[config.mk]
export PLATFORM = sky130hd
export DESIGN_NAME = mul_seq
export DESIGN_NICKNAME = d
export VERILOG_FILES = /design/src/rtl/mul_seq.sv
export SDC_FILE = /design/constraint.sdc
export NUM_CORES = 1
export LEC_CHECK = 0
export CORE_MARGIN = 2
export CORE_UTILIZATION = 47
export CTS_CLUSTER_DIAMETER = 100
export DETAILED_ROUTE_END_ITERATION = 16
export GPL_TIMING_DRIVEN = 0
export PLACE_DENSITY = 0.77
export SETUP_SLACK_MARGIN = 0.1
export SYNTH_ARGS = -nofsm -noshare
export SYNTH_HDL_FRONTEND = slang
export SYNTH_HIERARCHICAL = 1
export SYNTH_SLANG_ARGS = --single-unit
[constraint.sdc]
create_clock -name clk -period 20.8 [get_ports clk]
set_input_delay 4.16 -clock clk [delete_from_list [all_inputs] [get_ports clk]]
set_output_delay 4.16 -clock clk [all_outputs]
set_load 0.02 [all_outputs]
[src/rtl/mul_seq.sv]
// Sequential 32x32 -> 64 unsigned shift-and-add multiplier.
// One ripple-adder step per clock, valid/ready on both operand and product sides.

module sum (
  input  logic [31:0] a,
  input  logic [31:0] b,
  output logic [31:0] s,
  output logic        c
);
  // Ripple chain as a loop-carried variable so the carry net is not one self-referencing vector
  always_comb begin
    logic cy;
    cy = 1'b0;
    s  = '0;
    for (int i = 0; i < 32; i++) begin
      s[i] = a[i] ^ b[i] ^ cy;
      cy   = (a[i] & b[i]) | (cy & (a[i] ^ b[i]));
    end
    c = cy;
  end
endmodule

module mul_seq (
  input  logic        clk,
  input  logic        rst_n,
  input  logic        in_valid,
  output logic        in_ready,
  input  logic [31:0] A,
  input  logic [31:0] B,
  output logic        out_valid,
  input  logic        out_ready,
  output logic [63:0] product,
  output logic        busy
);
  typedef enum logic [1:0] {IDLE, RUN, DONE} state_t;

  state_t      state, state_nxt;
  logic [31:0] m, p_hi, p_lo;
  logic [5:0]  cnt;
  logic [31:0] add_s;
  logic        add_c;

  sum u_sum (
    .a (p_hi),
    .b (p_lo[0] ? m : 32'h0),
    .s (add_s),
    .c (add_c)
  );

  always_ff @(posedge clk or negedge rst_n) begin
    if (!rst_n) state <= IDLE;
    else        state <= state_nxt;
  end

  always_comb begin
    state_nxt = state;
    case (state)
      IDLE:    if (in_valid)      state_nxt = RUN;
      RUN:     if (cnt == 6'd31)  state_nxt = DONE;
      DONE:    if (out_ready)     state_nxt = IDLE;
      default:                    state_nxt = IDLE;
    endcase
  end

  // Carry-out lands in P_hi[31]; dropping it breaks multiplicands >= 2^31
  always_ff @(posedge clk or negedge rst_n) begin
    if (!rst_n) begin
      m    <= '0;
      p_hi <= '0;
      p_lo <= '0;
      cnt  <= '0;
    end else begin
      case (state)
        IDLE: if (in_valid) begin
          m    <= A;
          p_lo <= B;
          p_hi <= '0;
          cnt  <= '0;
        end
        RUN: begin
          p_hi <= {add_c, add_s[31:1]};
          p_lo <= {add_s[0], p_lo[31:1]};
          cnt  <= cnt + 6'd1;
        end
        default: ;
      endcase
    end
  end

  assign in_ready  = (state == IDLE);
  assign out_valid = (state == DONE);
  assign busy      = (state != IDLE);
  assign product   = {p_hi, p_lo};
endmodule

After elaboration in Yosys (flattened, before gate mapping)
Index checks and enable logic that the tools add are counted.

operators by class
  bitwise operators = 157
  multiplexer cells = 11
  equality and inequality tests = 6
  reductions and logical operators = 6
  $add $sub $neg = 1

operators with widths
  kind                   count
  $pmux W32 S2           2
  $mux W32               3
  $and A1 B1 Y1          63
  $xor A1 B1 Y1          63
  $or A1 B1 Y1           31
  $pmux W6 S2            1
  $add A6 B1 Y6 const B  1
  $eq A6 B5 Y1 const B   1
  $mux W2                3
  $mux W6                1
  $pmux W2 S3            1
  $ne A2 B2 Y1 const B   2
  $reduce_and A2 Y1      2
  $reduce_bool A2 Y1     2
  $reduce_and A3 Y1      1
  $eq A2 B1 Y1 const B   1
  $eq A2 B2 Y1 const B   1
  $logic_not A2 Y1       1
  $ne A2 B1 Y1 const B   1

storage, ports and cells
  logic and storage cells = 186
  bits in registers = 104

Logic depth before layout (Yosys ltp)
  depth in word-level cells = 65
  gate-level depth with buffers = 39
  gate-level depth less buffers = 39

Modules after synthesis
Netlist, hierarchy kept.

modules (own cells, without submodules)
  module   cells each  area each (um^2)  times used
  mul_seq  439         4539.4            1
  sum      42          670.6             1

Worst setup path after synthesis
Ideal clock, no wire load.

  path kind = reg2reg
  start = register p_lo[0]
  end = register p_hi[30]
  arrival = 12650 ps
  setup slack = 8068 ps
  library setup time = 83 ps
  period minus slack after synthesis = 12732 ps
  stages on the path, launching flop included = 40
  cells stage by stage = dfrtp_1 clkbuf_1 and2_1 fa_1 fa_1 fa_1 fa_1 fa_1 fa_1 fa_1 fa_1 fa_1 fa_1 fa_1 fa_1 fa_1 fa_1 fa_1 (+4 left out) fa_1 fa_1 fa_1 fa_1 fa_1 fa_1 fa_1 fa_1 fa_1 fa_1 fa_1 fa_1 fa_1 inv_1 fa_1 inv_1 nand2_1 o21ai_0

between the ends
  cells in the longest elaborated chain, start to end = 64
  elaborated cells on any way between the ends = 125
  those cells by class = mux (2); bitwise (123)

ends and longest elaborated chain
  item                                                   line  RTL
  from (decl)                                            38    logic [31:0] m, p_hi, p_lo;
  from (signal assigned)                                 82    p_lo <= {add_s[0], p_lo[31:1]};
  $mux W32 *                                             45    .b (p_lo[0] ? m : 32'h0),
  $and A1 B1 Y1 / $xor A1 B1 Y1 (equally long branches)  17    cy = (a[i] & b[i]) | (cy & (a[i] ^ b[i]));
  $and A1 B1 Y1                                          17
  $or A1 B1 Y1                                           17
  $and A1 B1 Y1                                          17
  $or A1 B1 Y1                                           17
  $and A1 B1 Y1                                          17
  $or A1 B1 Y1                                           17
  (+49 left out)                                         -
  $or A1 B1 Y1                                           17
  $and A1 B1 Y1                                          17
  $or A1 B1 Y1                                           17
  $and A1 B1 Y1                                          17
  $or A1 B1 Y1                                           17
  $xor A1 B1 Y1 *                                        16    s[i] = a[i] ^ b[i] ^ cy;
  via add_s[31]                                          40    logic [31:0] add_s;
  $pmux W32 S2 *                                         73    case (state)
  to (signal assigned)                                   81    p_hi <= {add_c, add_s[31:1]};
  to (decl)                                              38

Mark *: on every way through the listed nets, which the timed path passes. The rest lies on a longest branch.
A chain may end at the register's enable or synchronous reset.

Worst setup path in the final report
Same ends and word-level chain as after synthesis.

==> impl_metrics.csv <==
group,metric,value,unit
sta,tightestPinTransition,0.632,ns
cells_and_area,fillers,879,
power_and_ir_drop,swShare,40.9,%
synthesis,ys_seq_area_share,50.0,%
clocking,htreeDepth,3,
detailed_routing,vias_per_cell,5.26,
power_and_ir_drop,finalPower,1.06,mW
power_and_ir_drop,power_density,153,nW/um2
grt,met2_usage,36.5,%
min_path,hp-class,"register to register",
cells_and_area,final_nets,728,
setup_path,end_kind,"register",
setup_path,worst-path-buf-inv,5,
synthesis,async_reset_ff_share,100,%
sta,finalSetupViolations,0,
detailed_routing,ant_nets,0,
setup_path,crit_end,"p_hi[30]$_DFFE_PN0P_",
clocking,cts_buffers,9,
floorplanning,ios,135,
setup_path,rr_endpoint,"p_hi[30]$_DFFE_PN0P_",
clocking,cts_tree,"yes",
grt,grt_first_pass_wirelength,20200,um
power_and_ir_drop,combPwrFrac,51.2,%
cells_and_area,syn_to_final_growth,33.3,%
detailed_routing,drt-initial-drc-count,269,
placement,port_buffers,134,
power_and_ir_drop,p_sw,0.435,mW
power_and_ir_drop,p_clk_share,11.7,%
setup_path,cpPeakStageDelay,0.49,ns
synthesis,synthTopCellsByArea,"dfrtp_1, fa_1, nand2_1",
sta,max_freq,0.0740,GHz
synthesis,synth_flop_cell,"dfrtp_1",
grt,grt_start_max_net_pins,58,
cells_and_area,seq_area,2600,um2
power_and_ir_drop,p_int,0.628,mW
placement,hpwl,9080,um
run,maxCapViolCount,0,
detailed_routing,wl_per_cell,16.0,um
synthesis,syn_nets,582,
setup_path,crit_path_frequent_cell,"fa_1",
grt,grt_usage,22.2,%
clocking,insertion_delay,0.38,ns
cells_and_area,multi_input_area,2380,um2
setup_path,crit_path_start_kind,"register",
detailed_routing,first_pass_iters,7,
grt,first_global_vias,4236,
setup_path,rr_startpoint,"p_lo[0]$_DFFE_PN0P_",
grt,overflow,0,
synthesis,syn_inst,481,
synthesis,ys_types,31,
setup_path,worst-r2r-setup-slack,7.29,ns
power_and_ir_drop,seq_power_share,37.2,%
floorplanning,fp.coreArea,10800,um2
grt,use_met1,28.5,%
setup_path,critPathRequiredTime,21.11,ns
sta,fin_crit_sh,65.0,%
clocking,clockBufferDepth,2,
setup_path,cp_top_family,"adder cells",
synthesis,synth_edf_count,0,
sta,min_period,13.51,ns
grt,grt_use_met3,4.42,%
floorplanning,die_area,11900,um2
power_and_ir_drop,p_leak,2.96,nW
detailed_routing,drc,0,
sta,setup_tns,0,ns
cells_and_area,n_antenna_cell,0,
detailed_routing,routed-via-count,4064,
sta,hold_viol,0,
cells_and_area,drive_gt1_share,7.59,%
clocking,postCtsHoldBufs,0,
sta,slew_viol_final,0,
floorplanning,die_y,109,um
detailed_routing,wirelength,12300,um
setup_path,worst-path-stages,39,
floorplanning,rows,38,
synthesis,synth.largest_area_cell,"dfrtp_1",
clocking,ctsResizeCount,0,
setup_path,cp_max_fo,10,
synthesis,netlist_top_cells_count,"dfrtp_1, nand2_1, o21ai_0",
clocking,clkTransAtPathRegs,0.10,ns
synthesis,ys_warn_count,6,
clocking,cts-root-buf,"clkbuf_8",
sta,rsz0062_at_grt,"no",
setup_path,rr_worst_depth,39,
outcome,run_status,"complete, no violations",
grt,gr-max-usage-layer,"met2",
sta,clock_skew,0.0116,ns
floorplanning,start_util,48.1,%
synthesis,netlist.area_leader.share,50.0,%
placement,routabilityCongestion,0.782,
floorplanning,dieWidth,109,um
sta,relSlewSlack,57.9,%
clocking,cts_setup_buffers,0,
setup_path,arrival,13.82,ns
power_and_ir_drop,ir_drop,0.0000734,V
synthesis,synth.most_common_cell,"dfrtp_1",
setup_path,cpMaxStageDelayCell,"dfrtp_1",
synthesis,syn_area,5210,um2
setup_path,worst-setup-path-type,"register to register",
clocking,numClockSinks,104,
synthesis,synth.avg_cell_area,10.8,um2
grt,antenna_found_initial,0,
synthesis,ys_seq_elements,104,
setup_path,startpoint,"p_lo[0]$_DFFE_PN0P_",
-- stage by stage --
stage | hold WS (ns) | setup slack (ns) | instances | util [%] | instance area [um2]
final | 0.483 | 7.29 | 772 | 64.1 | 6940
after global routing | 0.506 | 6.81 | 772 | 64.1 | 6940
after CTS | 0.492 | 7.30 | 772 | 64.1 | 6940
after detailed placement | 0.470 | 7.38 | 756 | 62.3 | 6750
after global placement | 0.461 | 7.60 | 755 | 62.0 | 6730
after floorplan | 0.450 | 8.07 | 481 | - | 5210
-- routing by layer --
layer	wire, um	share of wire, %
met5	0	0
met4	255	2.1
met3	553	4.5
met2	6320	51
met1	5210	42
-- power by group through the flow --
| stage | combinational [mW] | sequential, mW | clock (mW) |
|---|---|---|---|
| 6_report | 0.544 | 0.395 | 0.124 |
| 5_1_grt | 0.613 | 0.412 | 0.136 |
| 4_1_cts | 0.550 | 0.396 | 0.127 |
| 3_5_place_dp | 0.548 | 0.398 | 0 |
| 3_3_place_gp | 0.521 | 0.394 | 0 |
| 2_1_floorplan | 0.257 | 0.454 | 0 |
-- cells by family after synthesis --
| kind of cell | synth area share [%] |
|---|---|
| flops | 50.0 |
| simple gates | 13.5 |
| fa+ha+maj | 12.4 |
| xor+xnor | 0.168 |
| compound gates | 12.5 |
| buf+inv | 4.39 |
| mux | 7.11 |
-- placed cells by master, fill, tap and decap left out, drive strengths merged, types with 10 or more instances in the layout --
| master | n |
|---|---|
| o21ai | 70 |
| fa | 31 |
| mux2 | 32 |
| clkbuf | 24 |
| buf | 24 |
| inv | 13 |
| a22oi | 31 |
| dfrtp | 104 |
| a21oi | 10 |
| and2 | 32 |
| nor2b | 10 |
| nand2 | 96 |
| clkdlybuf4s50 | 133 |
-- worst reg2reg max path: cells and delay by family (launching register included) --
kind	cells	cell delay, ns
fa+ha+maj	31	12.14
buf+inv	5	0.52
simple gates	2	0.25
flops	1	0.49
compound gates	1	0.07
-- how the worst min path moves through the flow --
| stage | startpoint | end | slack [ns] | cells after the start |
|---|---|---|---|---|
| floorplan | m[0]$_DFFE_PN0P_ | m[0]$_DFFE_PN0P_ | 0.45 | 1 |
| global placement | m[27]$_DFFE_PN0P_ | m[27]$_DFFE_PN0P_ | 0.46 | 1 |
| detailed placement | m[27]$_DFFE_PN0P_ | m[27]$_DFFE_PN0P_ | 0.47 | 1 |
| CTS | m[27]$_DFFE_PN0P_ | m[27]$_DFFE_PN0P_ | 0.49 | 1 |
| global route | m[20]$_DFFE_PN0P_ | m[20]$_DFFE_PN0P_ | 0.51 | 1 |
| finish | m[27]$_DFFE_PN0P_ | m[27]$_DFFE_PN0P_ | 0.48 | 1 |
-- area by class of cell --
type,count,area share [%]
multi-input combinational,330,34.3
timing repair buffer,135,19.7
buffer,34,2.59
tap,140,2.52
clock inverter,4,0.396
inverter,13,0.703
clock buffer,12,2.38
sequential,104,37.5
-- registers in the layout, indices dropped and copies added, names as in the netlist --
| register | count |
|---|---|
| p_hi | 32 |
| state | 2 |
| cnt | 6 |
| p_lo | 32 |
| m | 32 |
Note: power is estimated with default switching activity, not from simulation.
